**src/rtl/mp_pkg.sv**
```systemverilog
// mp_pkg: shared constants, FSM states and the signed/unsigned max helper for mp_array
package mp_pkg;
    localparam int DW_DEF = 8;
    localparam int CH_DEF = 16;
    localparam int XW = 64;
    typedef enum logic {IDLE, ACC} state_t;
    function automatic logic [XW-1:0] max_x(input logic [XW-1:0] a, input logic [XW-1:0] b, input logic sgn);
        return (sgn ? ($signed(a) > $signed(b)) : (a > b)) ? a : b;
    endfunction
endpackage

```
**src/rtl/mp_lane.sv**
```systemverilog
// mp_lane: one channel of mp_array, 4:1 max tree feeding a running-max register
module mp_lane
    import mp_pkg::*;
#(
    parameter int DW = DW_DEF,
    parameter int SIGNED = 0
) (
    input  logic            clk,
    input  logic            reset_n,
    input  logic            en,
    input  logic            first,
    input  logic [4*DW-1:0] lanes,
    output logic [DW-1:0]   nxt
);
    localparam logic SG = SIGNED != 0;
    logic [DW-1:0] run;
    logic [XW-1:0] m01, m23, mb, mr;
    function automatic logic [XW-1:0] ext(input logic [DW-1:0] v);
        return SG ? {{(XW-DW){v[DW-1]}}, v} : {{(XW-DW){1'b0}}, v};
    endfunction
    always_comb begin
        m01 = max_x(ext(lanes[0 +: DW]), ext(lanes[DW +: DW]), SG);
        m23 = max_x(ext(lanes[2*DW +: DW]), ext(lanes[3*DW +: DW]), SG);
        mb  = max_x(m01, m23, SG);
        mr  = first ? mb : max_x(ext(run), mb, SG);
    end
    assign nxt = mr[DW-1:0];
    always_ff @(posedge clk or negedge reset_n)
        if (!reset_n) run <= '0;
        else if (en) run <= nxt;
endmodule

```
**src/rtl/mp_array.sv**
```systemverilog
// mp_array: multi-channel 2x2 max pooling over cfg_len beats with a 2-entry output FIFO
module mp_array
    import mp_pkg::*;
#(
    parameter int CH = CH_DEF,
    parameter int DW = DW_DEF,
    parameter int SIGNED = 0
) (
    input  logic               clk,
    input  logic               reset_n,
    input  logic               clear,
    input  logic [15:0]        cfg_len,
    input  logic               in_valid,
    output logic               in_ready,
    input  logic [CH*4*DW-1:0] in_data,
    output logic               out_valid,
    input  logic               out_ready,
    output logic [CH*DW-1:0]   out_data,
    output logic               busy
);
    state_t state_q, state_d;
    logic [15:0] cnt_q, cnt_d, len_q, len_d, len_eff;
    logic [1:0] fcnt;
    logic wp, rp, acc, fin, pop, first;
    logic [CH*DW-1:0] mem [2];
    logic [CH*DW-1:0] push_data;
    assign first     = state_q == IDLE;
    assign in_ready  = fcnt != 2'd2 && !clear;
    assign acc       = in_valid && in_ready;
    assign len_eff   = cfg_len == 16'd0 ? 16'd1 : cfg_len;
    assign fin       = acc && (cnt_q + 16'd1 == (first ? len_eff : len_q));
    assign out_valid = fcnt != 2'd0;
    assign pop       = out_valid && out_ready;
    assign busy      = state_q == ACC;
    assign out_data  = mem[rp];
    for (genvar c = 0; c < CH; c++) begin : g_lane
        mp_lane #(.DW(DW), .SIGNED(SIGNED)) u_lane (
            .clk    (clk),
            .reset_n(reset_n),
            .en     (acc),
            .first  (first),
            .lanes  (in_data[c*4*DW +: 4*DW]),
            .nxt    (push_data[c*DW +: DW])
        );
    end
    always_comb begin
        state_d = state_q;
        cnt_d   = cnt_q;
        len_d   = len_q;
        if (clear) begin
            state_d = IDLE;
            cnt_d   = '0;
        end else if (acc) begin
            state_d = fin ? IDLE : ACC;
            cnt_d   = fin ? 16'd0 : cnt_q + 16'd1;
            len_d   = first ? len_eff : len_q;
        end
    end
    always_ff @(posedge clk or negedge reset_n)
        if (!reset_n) begin
            state_q <= IDLE;
            cnt_q   <= '0;
            len_q   <= 16'd1;
        end else begin
            state_q <= state_d;
            cnt_q   <= cnt_d;
            len_q   <= len_d;
        end
    always_ff @(posedge clk or negedge reset_n)
        if (!reset_n) begin
            fcnt   <= '0;
            wp     <= 1'b0;
            rp     <= 1'b0;
            mem[0] <= '0;
            mem[1] <= '0;
        end else if (clear) begin
            fcnt <= '0;
            wp   <= 1'b0;
            rp   <= 1'b0;
        end else begin
            if (fin) begin
                mem[wp] <= push_data;
                wp      <= ~wp;
            end
            if (pop) rp <= ~rp;
            fcnt <= fcnt + {1'b0, fin} - {1'b0, pop};
        end
endmodule
```
**config.mk**
```make
export PLATFORM = sky130hd
export DESIGN_NAME = mp_array
export DESIGN_NICKNAME = d
export VERILOG_FILES = /design/src/rtl/mp_pkg.sv /design/src/rtl/mp_lane.sv /design/src/rtl/mp_array.sv
export SDC_FILE = /design/constraint.sdc
export NUM_CORES = 2
export LEC_CHECK = 0
export BUFFER_PORTS_ARGS = -buffer_cell sky130_fd_sc_hd__buf_2
export CAP_MARGIN = 10
export CORE_MARGIN = 3
export CORE_UTILIZATION = 50
export CTS_BUF_LIST = sky130_fd_sc_hd__clkbuf_4 sky130_fd_sc_hd__clkbuf_8 sky130_fd_sc_hd__clkbuf_16
export DETAILED_ROUTE_END_ITERATION = 10
export GPL_ROUTABILITY_DRIVEN = 0
export GPL_TIMING_DRIVEN = 0
export PLACE_DENSITY = 0.8
export SLEW_MARGIN = 30
export SYNTH_ARGS = -nofsm -noshare
export SYNTH_HDL_FRONTEND = slang
export SYNTH_SLANG_ARGS = --single-unit
```
**constraint.sdc**
```tcl
create_clock -name clk -period 4.6 [get_ports clk]
set_clock_uncertainty 0.2 [all_clocks]
set_input_delay 1.15 -clock clk [delete_from_list [all_inputs] [get_ports clk]]
set_output_delay 1.15 -clock clk [all_outputs]
set_load 0.02 [all_outputs]
```
After elaboration in Yosys (flattened, before gate mapping):

Cells that the tools add are included.

* memory bits (writable): 0
* bits in registers: 421
* memory bits (read-only): 0
* memories: 0
* output and inout bits: 131
* input port bits: 533
* latch bits: 0

* reductions and logical operators: 13
* multiplexer cells: 99
* shift operators: 0
* bitwise operators: 5
* multipliers: 0
* divide/modulo/power cells: 0
* magnitude comparators: 67
* add/sub/neg operators: 3
* eq/ne operators: 2

Operators with widths (count)
* $gt A64 B64 Y1: 16
* $gt A8 B64 Y1: 16
* $mux W8: 80
* $mux W128: 4
* $bwmux W256: 1
* $gt A8 B8 Y1: 32
* $demux W128 S1: 1
* $mux W16: 5
* $add A16 B1 Y16 const B: 1
* $eq A16 B16 Y1: 1
* $logic_not A16 Y1: 1
* $reduce_bool A2 Y1: 4
* $mux W1: 7
* $logic_and A1 B1 Y1: 5
* $ge A2 B2 Y1 const B: 2
* $not A1 Y2: 2
* $reduce_and A2 Y1: 2
* $not A1 Y1: 3
* $add A2 B1 Y2: 1
* $lt A2 B1 Y1 const B: 1
* $mux W2: 1
* $ne A2 B2 Y1 const B: 1
* $sub A2 B1 Y2: 1
* $logic_not A1 Y1: 1

Depth between registers and ports, before layout:

* word-level depth: 8
* gate-level depth with buffers: 29
* mapped depth without buffers: 28

Modules after synthesis:

From an unflattened synthesis, not the netlist that was laid out.

* cells, all modules: 4022
* area, all modules: 43800.8 µm²

By module, submodules not included
* mp_lane at g_lane[0].u_lane ...: area an instance 1876.8 µm², seq. area each 200.2 µm², times used 14, cells an instance 188
* mp_array: area an instance 14072.2 µm², seq. area each 7333.3 µm², times used 1, cells an instance 952
* mp_lane at g_lane[8].u_lane ...: area an instance 1726.7 µm², seq. area each 200.2 µm², times used 2, cells an instance 219

Worst setup path before layout:

No wires, ideal clock.

* path kind: in2reg
* from: input port in_data[329]
* to: register g_lane[10].u_lane.run[4]
* data required time: 4.265 ns
* stages: 23
* setup slack: -2.017 ns
* data arrival time: 6.282 ns
* buffers on the path: 2
* path through: inv_1 ha_1 nor2b_1 o211ai_1 a21oi_1 o31ai_1 mux2i_1 inv_1 ha_1 nand4_1 or4b_2 o21ai_2 mux2_2 ha_1 a21o_1 a21o_1 a21oi_1 o21ai_0 o211a_1 clkbuf_1 clkbuf_1 o21ai_0 o31ai_1

* longest elaborated chain between the ends: 7

RTL lines
* from (decl): RTL line mp_array.sv:15 `input logic [CH*4*DW-1:0] in_data,`
* $gt A8 B8 Y1: RTL line mp_pkg.sv:8 `return (sgn ? ($signed(a) > $signed(b)) : (a > b)) ? a : b;`
* $mux W8 *: RTL line mp_pkg.sv:8
* $gt A64 B64 Y1: RTL line mp_pkg.sv:8
* $mux W8 *: RTL line mp_pkg.sv:8
* $gt A8 B64 Y1: RTL line mp_pkg.sv:8
* $mux W8: RTL line mp_pkg.sv:8
* $mux W8 *: RTL line mp_lane.sv:25 `mr = first ? mb : max_x(ext(run), mb, SG);`
* to (signal assigned): RTL line mp_lane.sv:30 `else if (en) run <= nxt;`
* to (decl): RTL line mp_lane.sv:16 `logic [DW-1:0] run;`

Every way passes the cells marked *; elsewhere a longest branch is shown, timed or not.
A chain may end at the register's enable or synchronous reset.

Worst setup path after layout:

* from: input port in_data[233]
* to: register mem[61] (netlist bit)

* longest elaborated chain between the ends: 8

RTL lines
* $gt A8 B8 Y1: RTL line mp_pkg.sv:8
* $mux W8 *: RTL line mp_pkg.sv:8
* $gt A64 B64 Y1: RTL line mp_pkg.sv:8
* $mux W8 *: RTL line mp_pkg.sv:8
* $gt A8 B64 Y1: RTL line mp_pkg.sv:8
* $mux W8: RTL line mp_pkg.sv:8
* $mux W8 *: RTL line mp_lane.sv:25
* $bwmux W256 *: RTL line mp_array.sv:82 `mem[wp] <= push_data;`
* to (signal, indexed assignment): RTL line mp_array.sv:82
* to (decl): RTL line mp_array.sv:25 `logic [CH*DW-1:0] mem [2];`

Marks and branches as above.

==> impl_metrics.yaml <==
floorplan:
  die_area_um2: 78600
  die_w_um: 280
  num_rows: 99
  io-pin-count: 664
  chipHeight_um: 280
  core_um2: 73700
  initial_core_util_pct: 51.0
timing:
  final_min_period_over_clock_period_pct: 131
  rsz0062_at_grt: "true"
  finalSetupViolCount: 384
  tightest_slew_ns: 1.43
  slew_headroom_pct: 4.48
  finalCriticalPeriod_ns: 6.04
  fmax_mhz: 166
  finalHoldViolCount: 0
  slew_viol_final: 0
  setup_ws_ns: -1.44
finish:
  final_net_count: 5985
  regArea_um2: 10500
  drive_above_1_share_pct: 45.1
  fillers: 4653
  areaGrowthSynthToFinish_pct: 40.6
  multi_input_area_um2: 29900
  fin_area_um2: 52900
placement:
  place_area_um2: 44100
  hpwl_um: 92700
  numPortBuffers: 662
  dpl_worst_slack_ns: -2.26
grt:
  overflow: 0
  grt_pass1_wl_um: 194000
  grtUsageTotal_pct: 31.0
  antenna_found_initial: 19
  grt_max_degree: 86
  grt_pass1_vias: 35899
clock_network:
  clock-sinks: 421
  cts.path.max_buffers: 3
  clk_latency_ns: 0.59
  root_buffer: "clkbuf_16"
  holdBufCountCts: 0
  htreeDepth: 2
  clk_pin_slew_ns: 0.06
  cts_buffers: 49
  cts_tree: "built"
logic_synthesis:
  synthFlopType: "dfrtp_1"
  yosys_register_bits: 421
  synth_warnings: 0
  avgSynthCellArea_um2: 9.53
  synth_fp_nets: 4978
  synth_seq_area_share_pct: 28.0
  synth.distinct_cells: 74
  synth_edf_count: 0
  synthArstFlopShare_pct: 100
  synthCells: 3946
  netlist_area_um2: 37600
critical_path:
  crit_path_end_kind: "flop"
  r2r_slack_ns: -0.39
  worstPathArrival_ns: 6.29
  path_class: "input port to flop"
  critPathLaunchType: "input port"
  required_ns: 4.85
  crit_path_max_fanout: 6
  reg2reg_depth: 11
pwr:
  vdd_drop_max_mv: 0.290
  p_leak_uw: 0.0258
  cellPowerDensity_nw_per_um2: 367
detailed_routing:
  wl_um: 141000
  drc: 0
  drtPass1Iterations: 5
  drt_iter0_markers: 2249
  ant_nets: 0
  avgViaCountPerCell: 6.15
  wl_per_cell_um: 23.6
  vias: 36703
run_status:
  status: "finished, violations left"
  violations: "setup timing"
hold_path:
  min_path_type: "input port to async pin"
flow_run:
  max_cap_violations: 0
## final timing paths
check / from / endpoint
max in group asynchronous: reset_n / g_lane[5].u_lane.run[4]
worst max register to register: busy / mem[57]
min in group clk: len_q[0] / len_q[0]
worst min register to register: len_q[0] / len_q[0]
worst max-delay path: in_data[233] / mem[61]
worst min-delay path: reset_n / g_lane[12].u_lane.run[0]
## registers in the layout (all words and copies together) (netlist names)
name / count
g_lane.u_lane.run: 128
mem: 256
rp: 1
cnt_q: 16
fcnt: 2
len_q: 16
busy: 1
wp: 1
## per-layer routing
layer | global-route usage (%) | up-vias | part of all wire [%] | wire length, um
met3 | 6.23 | 609 | 7.5 | 10500
met4 | 14.0 | 10 | 6.2 | 8710
met2 | 53.5 | 1699 | 48 | 68100
met1 | 37.3 | 17840 | 38 | 53400
met5 | 0 | - | 0.044 | 62
li1 | - | 16545 | - | -
## layout by cell type, fill, tap and decap left out, drive strengths merged, types with 6 or more instances in the layout
master  netlist  routed
buf          36     997
ha          499     499
o21ai       468     468
mux2i       465     465
inv         436     437
dfrtp       420     420
mux2        282     282
a21oi       206     206
nor2        162     162
clkbuf       80     149
and2        119     119
nand4       116     116
o31ai       114     114
nand2        66      66
a21o         55      55
nor2b        55      55
o211ai       44      44
a211oi       40      40
nand2b       36      36
nand3        35      35
o32ai        27      27
o21a         25      25
or2          24      24
xnor2        21      21
nor3         20      20
o211a        19      19
diode         0      12
a31oi        10      10
clkinv        1       9
nor4          7       7
xor2          6       6
bufinv        0       6
## stage by stage
step	TNS, ns	hold slack (ns)	total power, uW	utilization, %	std cells
3_5_place_dp	-725.71	0.252	11900	59.8	5573
3_3_place_gp	-3353.38	0.252	11600	59.6	5567
4_1_cts	-331.66	0.167	17500	67.1	5854
6_report	-410.29	0.199	19400	71.8	5964
2_1_floorplan	-436.93	0.237	10000	-	3946
5_1_grt	-483.86	0.187	20400	71.8	5961
## worst max-delay path: stages
cell and delay [ns]:
buf_12 0.11, inv_12 0.04, ha_4 0.18, nor2b_4 0.12
o211ai_2 0.20, a21oi_2 0.12, o32ai_4 0.38, buf_6 0.19
mux2i_4 0.27, inv_1 0.11, ha_4 0.28, nand4_1 0.17
buf_4 0.20, a211o_1 0.27, a211oi_4 0.30, buf_6 0.17
mux2_4 0.33, ha_4 0.25, a21o_1 0.18, a21o_1 0.17
a21oi_2 0.13, o21ai_1 0.09, o211a_2 0.20, buf_8 0.17
and2_4 0.17, mux2i_1 0.20, o21ai_1 0.12
## cell usage after synthesis, drive strengths merged (25+ instances only)
master	count	share of area (%)
ha	499	17
o21ai	468	6.3
mux2i	465	12
inv	436	4.4
dfrtp	420	28
mux2	282	8.6
a21oi	206	2.8
nor2	162	1.6
and2	119	2.0
nand4	116	1.9
o31ai	114	2.7
clkbuf	80	0.81
nand2	66	0.66
a21o	55	1.1
nor2b	55	0.93
o211ai	44	0.90
a211oi	40	0.86
buf	36	0.75
nand2b	36	0.60
nand3	35	0.47
o32ai	27	1.8
o21a	25	0.50
## logic make-up after synthesis
| group | after synthesis | synth area share [%] |
|---|---|---|
| xor+xnor | 27 | 0.629 |
| compound gates | 1042 | 18.5 |
| fa+ha+maj | 499 | 16.6 |
| flops | 421 | 28.0 |
| buf+inv | 553 | 5.92 |
| simple gates | 657 | 9.39 |
| mux | 747 | 21.0 |
## final cells by class
type | count | share of cell area, %
multi-input cells | 2972 | 56.5
flip-flops and latches | 421 | 19.9
repair buffers | 956 | 12.4
inverters | 437 | 3.49
clock buffers | 74 | 2.89
well taps | 959 | 2.27
plain buffers | 116 | 1.95
clock inverters | 17 | 0.468
diodes | 12 | 0.0568
## where the power goes
part,switching (uW),leakage (uW),internal [uW],total [uW]
sequential,611,0.00562,4250,4860
clock,1650,0.000889,2630,4280
combinational,5080,0.0193,5190,10300
total,7340,0.0258,12100,19400
## timing repair
item                                    4_1_cts  5_1_grt
setup buffers                               176       92
resized for setup                           441      541
gates cloned                                 14        9
endpoints found under the setup margin      384      384
pin swaps                                   205      200
No activity file was read; power rests on OpenSTA's default activity.
